<file path="src/rtl/axi_pkg.sv">
// Shared AXI response codes and channel state encodings for the default slave.
package axi_pkg;

  localparam logic [1:0] RESP_OKAY   = 2'b00;
  localparam logic [1:0] RESP_SLVERR = 2'b10;
  localparam logic [1:0] RESP_DECERR = 2'b11;

  typedef enum logic [1:0] {W_IDLE, W_DATA, W_RESP} wr_state_t;
  typedef enum logic       {R_IDLE, R_DATA}         rd_state_t;

endpackage

</file>
<file path="src/rtl/axi_ds_rd.sv">
// Read-burst engine of the default slave: accepts one AR, returns arlen+1 DECERR beats.
module axi_ds_rd
  import axi_pkg::*;
#(
  parameter int DW  = 32,
  parameter int IDW = 4
) (
  input  logic           clk,
  input  logic           rst_n,
  input  logic           en,
  input  logic [IDW-1:0] arid,
  input  logic [7:0]     arlen,
  input  logic           arvalid,
  output logic           arready,
  output logic [IDW-1:0] rid,
  output logic [DW-1:0]  rdata,
  output logic [1:0]     rresp,
  output logic           rlast,
  output logic           rvalid,
  input  logic           rready
);

  rd_state_t      state, state_nx;
  logic [7:0]     cnt;
  logic [7:0]     len_q;
  logic [IDW-1:0] id_q;
  logic           ar_hs;
  logic           r_hs;

  assign ar_hs = arvalid && arready;
  assign r_hs  = rvalid && rready;
  assign rid   = id_q;
  assign rdata = '0;

  always_ff @(posedge clk or negedge rst_n) begin
    if (!rst_n) begin
      state <= R_IDLE;
    end else begin
      state <= state_nx;
    end
  end

  // Counter stops at len_q, so it can never wrap even for 256-beat bursts
  always_ff @(posedge clk or negedge rst_n) begin
    if (!rst_n) begin
      cnt   <= '0;
      len_q <= '0;
      id_q  <= '0;
    end else if (ar_hs) begin
      cnt   <= '0;
      len_q <= arlen;
      id_q  <= arid;
    end else if (r_hs && !rlast) begin
      cnt <= cnt + 8'd1;
    end
  end

  always_comb begin
    state_nx = state;
    arready  = 1'b0;
    rvalid   = 1'b0;
    rlast    = 1'b0;
    rresp    = RESP_OKAY;
    case (state)
      R_IDLE: begin
        arready = en;
        if (arvalid && en) state_nx = R_DATA;
      end
      R_DATA: begin
        rvalid = 1'b1;
        rresp  = RESP_DECERR;
        rlast  = (cnt == len_q);
        if (rready && (cnt == len_q)) state_nx = R_IDLE;
      end
      default: state_nx = R_IDLE;
    endcase
  end

endmodule

</file>
<file path="src/rtl/axi_default_slave.sv">
// AXI default slave: terminates every decode-miss transaction with DECERR, one outstanding per direction.
module axi_default_slave
  import axi_pkg::*;
#(
  parameter int AW  = 32,
  parameter int DW  = 32,
  parameter int IDW = 4
) (
  input  logic           i_clk,
  input  logic           i_rst_n,
  input  logic [IDW-1:0] i_awid,
  input  logic [AW-1:0]  i_awaddr,
  input  logic [7:0]     i_awlen,
  input  logic           i_awvalid,
  output logic           o_awready,
  input  logic [DW-1:0]  i_wdata,
  input  logic [DW/8-1:0] i_wstrb,
  input  logic           i_wlast,
  input  logic           i_wvalid,
  output logic           o_wready,
  output logic [IDW-1:0] o_bid,
  output logic [1:0]     o_bresp,
  output logic           o_bvalid,
  input  logic           i_bready,
  input  logic [IDW-1:0] i_arid,
  input  logic [AW-1:0]  i_araddr,
  input  logic [7:0]     i_arlen,
  input  logic           i_arvalid,
  output logic           o_arready,
  output logic [IDW-1:0] o_rid,
  output logic [DW-1:0]  o_rdata,
  output logic [1:0]     o_rresp,
  output logic           o_rlast,
  output logic           o_rvalid,
  input  logic           i_rready
);

  wr_state_t      wr_state, wr_state_nx;
  logic [IDW-1:0] bid_q;
  logic           alive;
  logic           unused_inputs;

  // Address, length, data and strobes carry no meaning for a DECERR responder
  assign unused_inputs = ^{i_awaddr, i_awlen, i_wdata, i_wstrb, i_araddr};

  // Holds the ready outputs low during reset and for the edge that releases it
  always_ff @(posedge i_clk or negedge i_rst_n) begin
    if (!i_rst_n) begin
      alive <= 1'b0;
    end else begin
      alive <= 1'b1;
    end
  end

  always_ff @(posedge i_clk or negedge i_rst_n) begin
    if (!i_rst_n) begin
      wr_state <= W_IDLE;
      bid_q    <= '0;
    end else begin
      wr_state <= wr_state_nx;
      if (i_awvalid && o_awready) bid_q <= i_awid;
    end
  end

  assign o_bid = bid_q;

  always_comb begin
    wr_state_nx = wr_state;
    o_awready   = 1'b0;
    o_wready    = 1'b0;
    o_bvalid    = 1'b0;
    o_bresp     = RESP_OKAY;
    case (wr_state)
      W_IDLE: begin
        o_awready = alive;
        if (i_awvalid && alive) wr_state_nx = W_DATA;
      end
      W_DATA: begin
        o_wready = 1'b1;
        if (i_wvalid && i_wlast) wr_state_nx = W_RESP;
      end
      W_RESP: begin
        o_bvalid = 1'b1;
        o_bresp  = RESP_DECERR;
        if (i_bready) wr_state_nx = W_IDLE;
      end
      default: wr_state_nx = W_IDLE;
    endcase
  end

  axi_ds_rd #(
    .DW  (DW),
    .IDW (IDW)
  ) u_rd (
    .clk     (i_clk),
    .rst_n   (i_rst_n),
    .en      (alive),
    .arid    (i_arid),
    .arlen   (i_arlen),
    .arvalid (i_arvalid),
    .arready (o_arready),
    .rid     (o_rid),
    .rdata   (o_rdata),
    .rresp   (o_rresp),
    .rlast   (o_rlast),
    .rvalid  (o_rvalid),
    .rready  (i_rready)
  );

endmodule
</file>
<file path="config.mk">
export PLATFORM = sky130hd
export DESIGN_NAME = axi_default_slave
export DESIGN_NICKNAME = d
export VERILOG_FILES = /design/src/rtl/axi_pkg.sv /design/src/rtl/axi_ds_rd.sv /design/src/rtl/axi_default_slave.sv
export SDC_FILE = /design/constraint.sdc
export NUM_CORES = 1
export LEC_CHECK = 0
export ABC_AREA = 1
export ABC_CLOCK_PERIOD_IN_PS = 1800
export CORE_ASPECT_RATIO = 1.75
export CORE_UTILIZATION = 29
export CTS_BUF_LIST = sky130_fd_sc_hd__clkbuf_8
export DETAILED_ROUTE_END_ITERATION = 7
export PLACE_DENSITY = 0.84
export SLEW_MARGIN = 20
export SYNTH_ARGS = -nofsm -noshare
export SYNTH_HDL_FRONTEND = slang
export SYNTH_SLANG_ARGS = --single-unit
</file>
<file path="constraint.sdc">
create_clock -name i_clk -period 1.8 [get_ports i_clk]
set_input_delay 0.18 -clock i_clk [delete_from_list [all_inputs] [get_ports i_clk]]
set_output_delay 0.18 -clock i_clk [all_outputs]
set_load 0.05 [all_outputs]
</file>
Word-level counts from Yosys, hierarchy flattened
Index checks and enable logic that the tools add are counted.
W data, S select, Z words.
{ "classes": {"n_mux": 17, "eq_ne": 6, "reduce_logical": 12, "bitwise": 1, "n_addsub": 1} }
{ "op_table": {"columns": ["op", "n"], "rows": [
  ["$mux W8", 2],
  ["$mux W2", 5],
  ["$add A8 B1 Y8 const B", 1],
  ["$eq A8 B8 Y1", 1],
  ["$logic_and A1 B1 Y1", 8],
  ["$mux W1", 8],
  ["$ne A2 B2 Y1 const B", 3],
  ["$pmux W2 S3", 1],
  ["$reduce_and A3 Y1", 1],
  ["$eq A2 B1 Y1 const B", 1],
  ["$eq A2 B2 Y1 const B", 1],
  ["$logic_not A2 Y1", 1],
  ["$pmux W1 S2", 1],
  ["$reduce_bool A2 Y1", 1],
  ["$logic_not A1 Y1", 1],
  ["$not A1 Y1", 1]
]} }
{ "word_totals": {"word_cells": 44, "reg_bits": 28} }

Depth between registers and ports, before layout
{ "depth": {"ltp_word": 6, "ltp_mapped": 9, "depth_no_buf": 9} }

Hierarchy
From an unflattened synthesis, not the netlist that was laid out.
{ "hier_totals": {"cells_unflattened": 204, "hier_area_um2": 1735.4} }
{ "modules_own_cells": {"columns": ["mod", "area_per_inst_um2", "cells_each", "instances", "seq_area_each_um2"], "rows": [
  ["axi_ds_rd", 1388.8, 163, 1, 525.5],
  ["axi_default_slave", 346.6, 41, 1, 175.2]
]} }

Worst setup path after synthesis
OpenSTA, ideal clock, no wires.
{ "synth_timing": {"kind": "reg2reg", "from": "register wr_state[0]", "to": "register bid_q[0] (netlist: o_bid[0])", "stages_incl_launch_ff": 4, "setup_time_ps": 125, "t_arrival_ps": 1631, "setup_slack_ps": 44, "path_cell_list": "dfrtp_1 > nor3_2 > nand2_2 > mux2_2"} }
{ "synth_via": {"elab_chain_cells": 3} }
{ "synth_lines": {"columns": ["item", "line_no", "text"], "rows": [
  ["start, declared", "axi_default_slave.sv:38", "wr_state_t wr_state, wr_state_nx;"],
  ["start signal, assigned", "axi_default_slave.sv:60", "wr_state <= wr_state_nx;"],
  ["$logic_not A2 Y1", "axi_default_slave.sv:73", "case (wr_state)"],
  ["$mux W1", "axi_default_slave.sv:73", null],
  ["named net o_awready", "axi_default_slave.sv:15", "output logic o_awready,"],
  ["$logic_and A1 B1 Y1", "axi_default_slave.sv:61", "if (i_awvalid && o_awready) bid_q <= i_awid;"],
  ["end signal, assigned", "axi_default_slave.sv:61", null],
  ["end, declared", "axi_default_slave.sv:39", "logic [IDW-1:0] bid_q;"]
]} }
The timed path passes the listed nets, and every way through them passes these cells.
A chain may end at the register's enable or synchronous reset.

Worst setup path after layout
{ "layout_timing": {"from": "register u_rd.cnt[6]", "to": "output port o_rlast"} }
{ "layout_via": {"elab_chain_cells": 2} }
{ "layout_lines": {"columns": ["item", "line_no", "text"], "rows": [
  ["start, declared", "axi_ds_rd.sv:24", "logic [7:0] cnt;"],
  ["start signal, assigned", "axi_ds_rd.sv:54", "cnt <= cnt + 8'd1;"],
  ["$eq A8 B8 Y1", "axi_ds_rd.sv:72", "rlast = (cnt == len_q);"],
  ["$mux W1", "axi_ds_rd.sv:64", "case (state)"],
  ["end, declared", "axi_default_slave.sv:33", "output logic o_rlast,"]
]} }
Every way passes these cells.

==> reports/results.tsv <==
metric	value	unit
clock-pin slew on the worst setup and hold paths	0.09	ns
die area	6190	sq um
maximum capacitance violations	0	
clock root buffer	clkbuf_8	
RSZ-0062 raised after global routing	no	
critical path capture point	o_rlast	
worst r2r src	u_rd.cnt[6]	
Tmin final	1.68	ns
CP Max Fanout	5	
clk sinks	28	
HP Class	in2async	
reg-to-reg endpoint	u_rd.cnt[7]	
critical path's slowest cell	dfrtp_1	
synth unique cells	27	
total number of vias	1244	
CORE AREA	5630	sq um
CP Buf/Inv Count	2	
Final HPWL DP	2.46	mm
part of the power in combinational logic	55.6	%
final global-route overflow total	0	
Final Worst Setup Slack	0.122	ns
Initial Util	30.2	%
reg2reg setup slack	0.39	ns
Final Hold Vio Count	0	
pre-CTS setup slack	0.378	ns
DRC	0	
top cell type's share of synthesized area	41.2	%
switching share of power	47.4	%
Mean Syn Cell Area	9.14	sq um
I/O Pins	182	
Finished Layout Cells	301	
post-synthesis sequential area ratio	41.2	%
internal power	1690	uW
DR WL/cell	10.4	um
critical path cell sequence	xnor2_1 -> nand2_2 -> nor2_2 -> nand3_2 -> inv_1 -> buf_12	
Layout area overhead	22.3	%
Final ANT Viol Nets	0	
endpoints failing setup	0	
TritonRoute pass-1 iters	4	
Tightest Pin Transition	0.518	ns
P per Cell Area	1540	nW/um^2
largest net degree at the start of global routing	29	
leakage power	0.00104	uW
CTS tree	done	
crit-path max cell delay	0.45	ns
Worst setup EP type	output pin	
status	finished, final reports clean	
# diodes	0	
Die Height	103	um
Reg power frac	34.0	%
CTS H-Tree Depth	1	
die width	59.9	um
period utilization	93.2	%
clk buf depth	2	
gpl congestion	0.822	
cell taking the most area after synthesis	dfrtp_1	
post-synthesis cell count	186	
post-route setup TNS	0	ns
worst setup path startpoint	u_rd.cnt[6]	
#FFs+latches synth	28	
Synthesis Warnings	0	
Worst Skew	0.00691	ns
Row Count	36	
Critical Path AT	1.50	ns
clock share of power	10.4	%
Via-to-Cell Ratio	4.13	
Peak Freq	596	MHz
Initial DRC Count	25	
Post-Place Cells	298	
final slew viol count	0	
worst endpoint required time	1.62	ns
Cell Area, Synth	1700	sq um
R2R cell count	7	
Synth area leaders	dfrtp_1 41%, buf_4 16%, nand2_1 7.5%	
P_sw	1520	uW
relative slew slack	65.3	%
global-route wire length before repair	5.15	mm
CTS Buf Count	3	
WL final	3.12	mm
Total Nets Final	360	
Port Buffers	41	
CP top delay family	flip-flops	
startpoint types	register	
WS Path Type	reg2out	
initial antenna violation count	0	
Worst VDD drop	0.493	mV
Worst-Skew Late Latency	0.27	ns
fraction of layout cells with a size suffix above 1	19.1	%
Stages on worst setup path	6	
total track usage	10.8	%
vias in the first global route	1205	
==> cells by family after synthesis <==
family / synth area share [%]
other cells: 0.442
mux: 9.49
buf+inv: 20.6
compound gates: 1.91
xor+xnor: 3.61
flops: 41.2
simple gates: 22.0
fa+ha+maj: 0.736
==> per-layer routing <==
layer  up-vias  GRT usage, %  part of all wire [%]
li1        600             -                     -
met1       588          12.2                    37
met2        52          19.7                    57
met4         0          4.65                   1.5
met5         -             0                     0
met3         4          1.49                   4.3
==> flip-flops by register name, summed over array words and instances (netlist names) <==
| name | cells |
|---|---|
| alive | 1 |
| o_bid | 4 |
| u_rd.cnt | 8 |
| u_rd.len_q | 8 |
| u_rd.rid | 4 |
| u_rd.state | 1 |
| wr_state | 2 |
==> cells in the mapped netlist <==
cell type,n
conb_1,2
buf_4,36
buf_2,1
nand3b_2,1
inv_1,13
inv_2,1
a211o_1,1
nand4_1,3
nand2_1,34
nor2_4,1
dfrtp_1,28
nand3_1,16
nor3_2,2
a21oi_1,3
xnor2_1,5
nand3_2,2
a31o_2,1
nand2_2,2
nor3_1,2
nand2_4,1
nor2_1,12
xor2_1,2
ha_1,1
buf_6,2
nor2_2,1
mux2_2,9
mux2_4,4
==> worst min path at each step <==
stage	depth (start not counted)	slack [ns]	end	start
after floorplan	0	-0.12	alive	i_rst_n
after global placement	1	0.48	o_bid[1]	o_bid[1]
after detailed placement	1	0.50	o_bid[2]	o_bid[2]
after CTS	2	0.29	u_rd.cnt[6]	i_rst_n
after global routing	2	0.32	o_bid[0]	i_rst_n
final	2	0.28	u_rd.cnt[6]	i_rst_n
==> area by class of cell <==
| class | count | area [sq um] |
|---|---|---|
| fillers | 564 | 3550 |
| inverters | 14 | 52.6 |
| well taps | 76 | 95.1 |
| repair buffers | 44 | 420 |
| flip-flops and latches | 28 | 702 |
| multi-input cells | 136 | 768 |
| clock buffers | 3 | 41.3 |
==> worst register-to-register path: stages, from the launching register on <==
cell     delay, ns
dfrtp_1       0.45
xnor2_1       0.21
nand2_2       0.08
nor2_2        0.15
nand3_2       0.09
buf_4         0.18
nand4_1       0.09
nand2_1       0.06
==> per-stage QoR <==
stage / util, % / hold slack (ns) / area (sq um) / total power [uW]
2_1_floorplan: - / -0.116 / 1820 / 2490
5_1_grt: 36.9 / 0.320 / 2080 / 3440
3_3_place_gp: 36.1 / 0.485 / 2030 / 2830
4_1_cts: 36.9 / 0.291 / 2080 / 3250
6_report: 36.9 / 0.284 / 2080 / 3210
3_5_place_dp: 36.1 / 0.496 / 2030 / 2900
==> power by group through the flow <==
| stage | Combinational [uW] | Clock [uW] | Sequential [uW] |
|---|---|---|---|
| 6_report | 1790 | 334 | 1090 |
| 5_1_grt | 1930 | 375 | 1130 |
| 4_1_cts | 1800 | 355 | 1090 |
| 3_5_place_dp | 1800 | 0 | 1100 |
| 3_3_place_gp | 1750 | 0 | 1080 |
| 2_1_floorplan | 1080 | 0 | 1400 |
==> what timing repair did <==
item	in CTS	in global routing
hold buffers	0	0
setup endpoints to repair	0	1
buffers inserted	0	0
resized for setup	0	2
endpoints found under the hold margin	0	0
==> cell usage in the layout, fill, tap and decap left out, drive strengths merged <==
cell	synthesis	final
a211o	1	1
a21oi	3	3
a31o	1	1
buf	39	13
clkbuf	0	3
clkdlybuf4s50	0	31
conb	2	33
dfrtp	28	28
ha	1	1
inv	14	14
mux2	13	13
nand2	37	37
nand3	18	18
nand3b	1	1
nand4	3	3
nor2	14	14
nor3	4	4
xnor2	5	5
xor2	2	2
(Power assumes the default switching activity.)
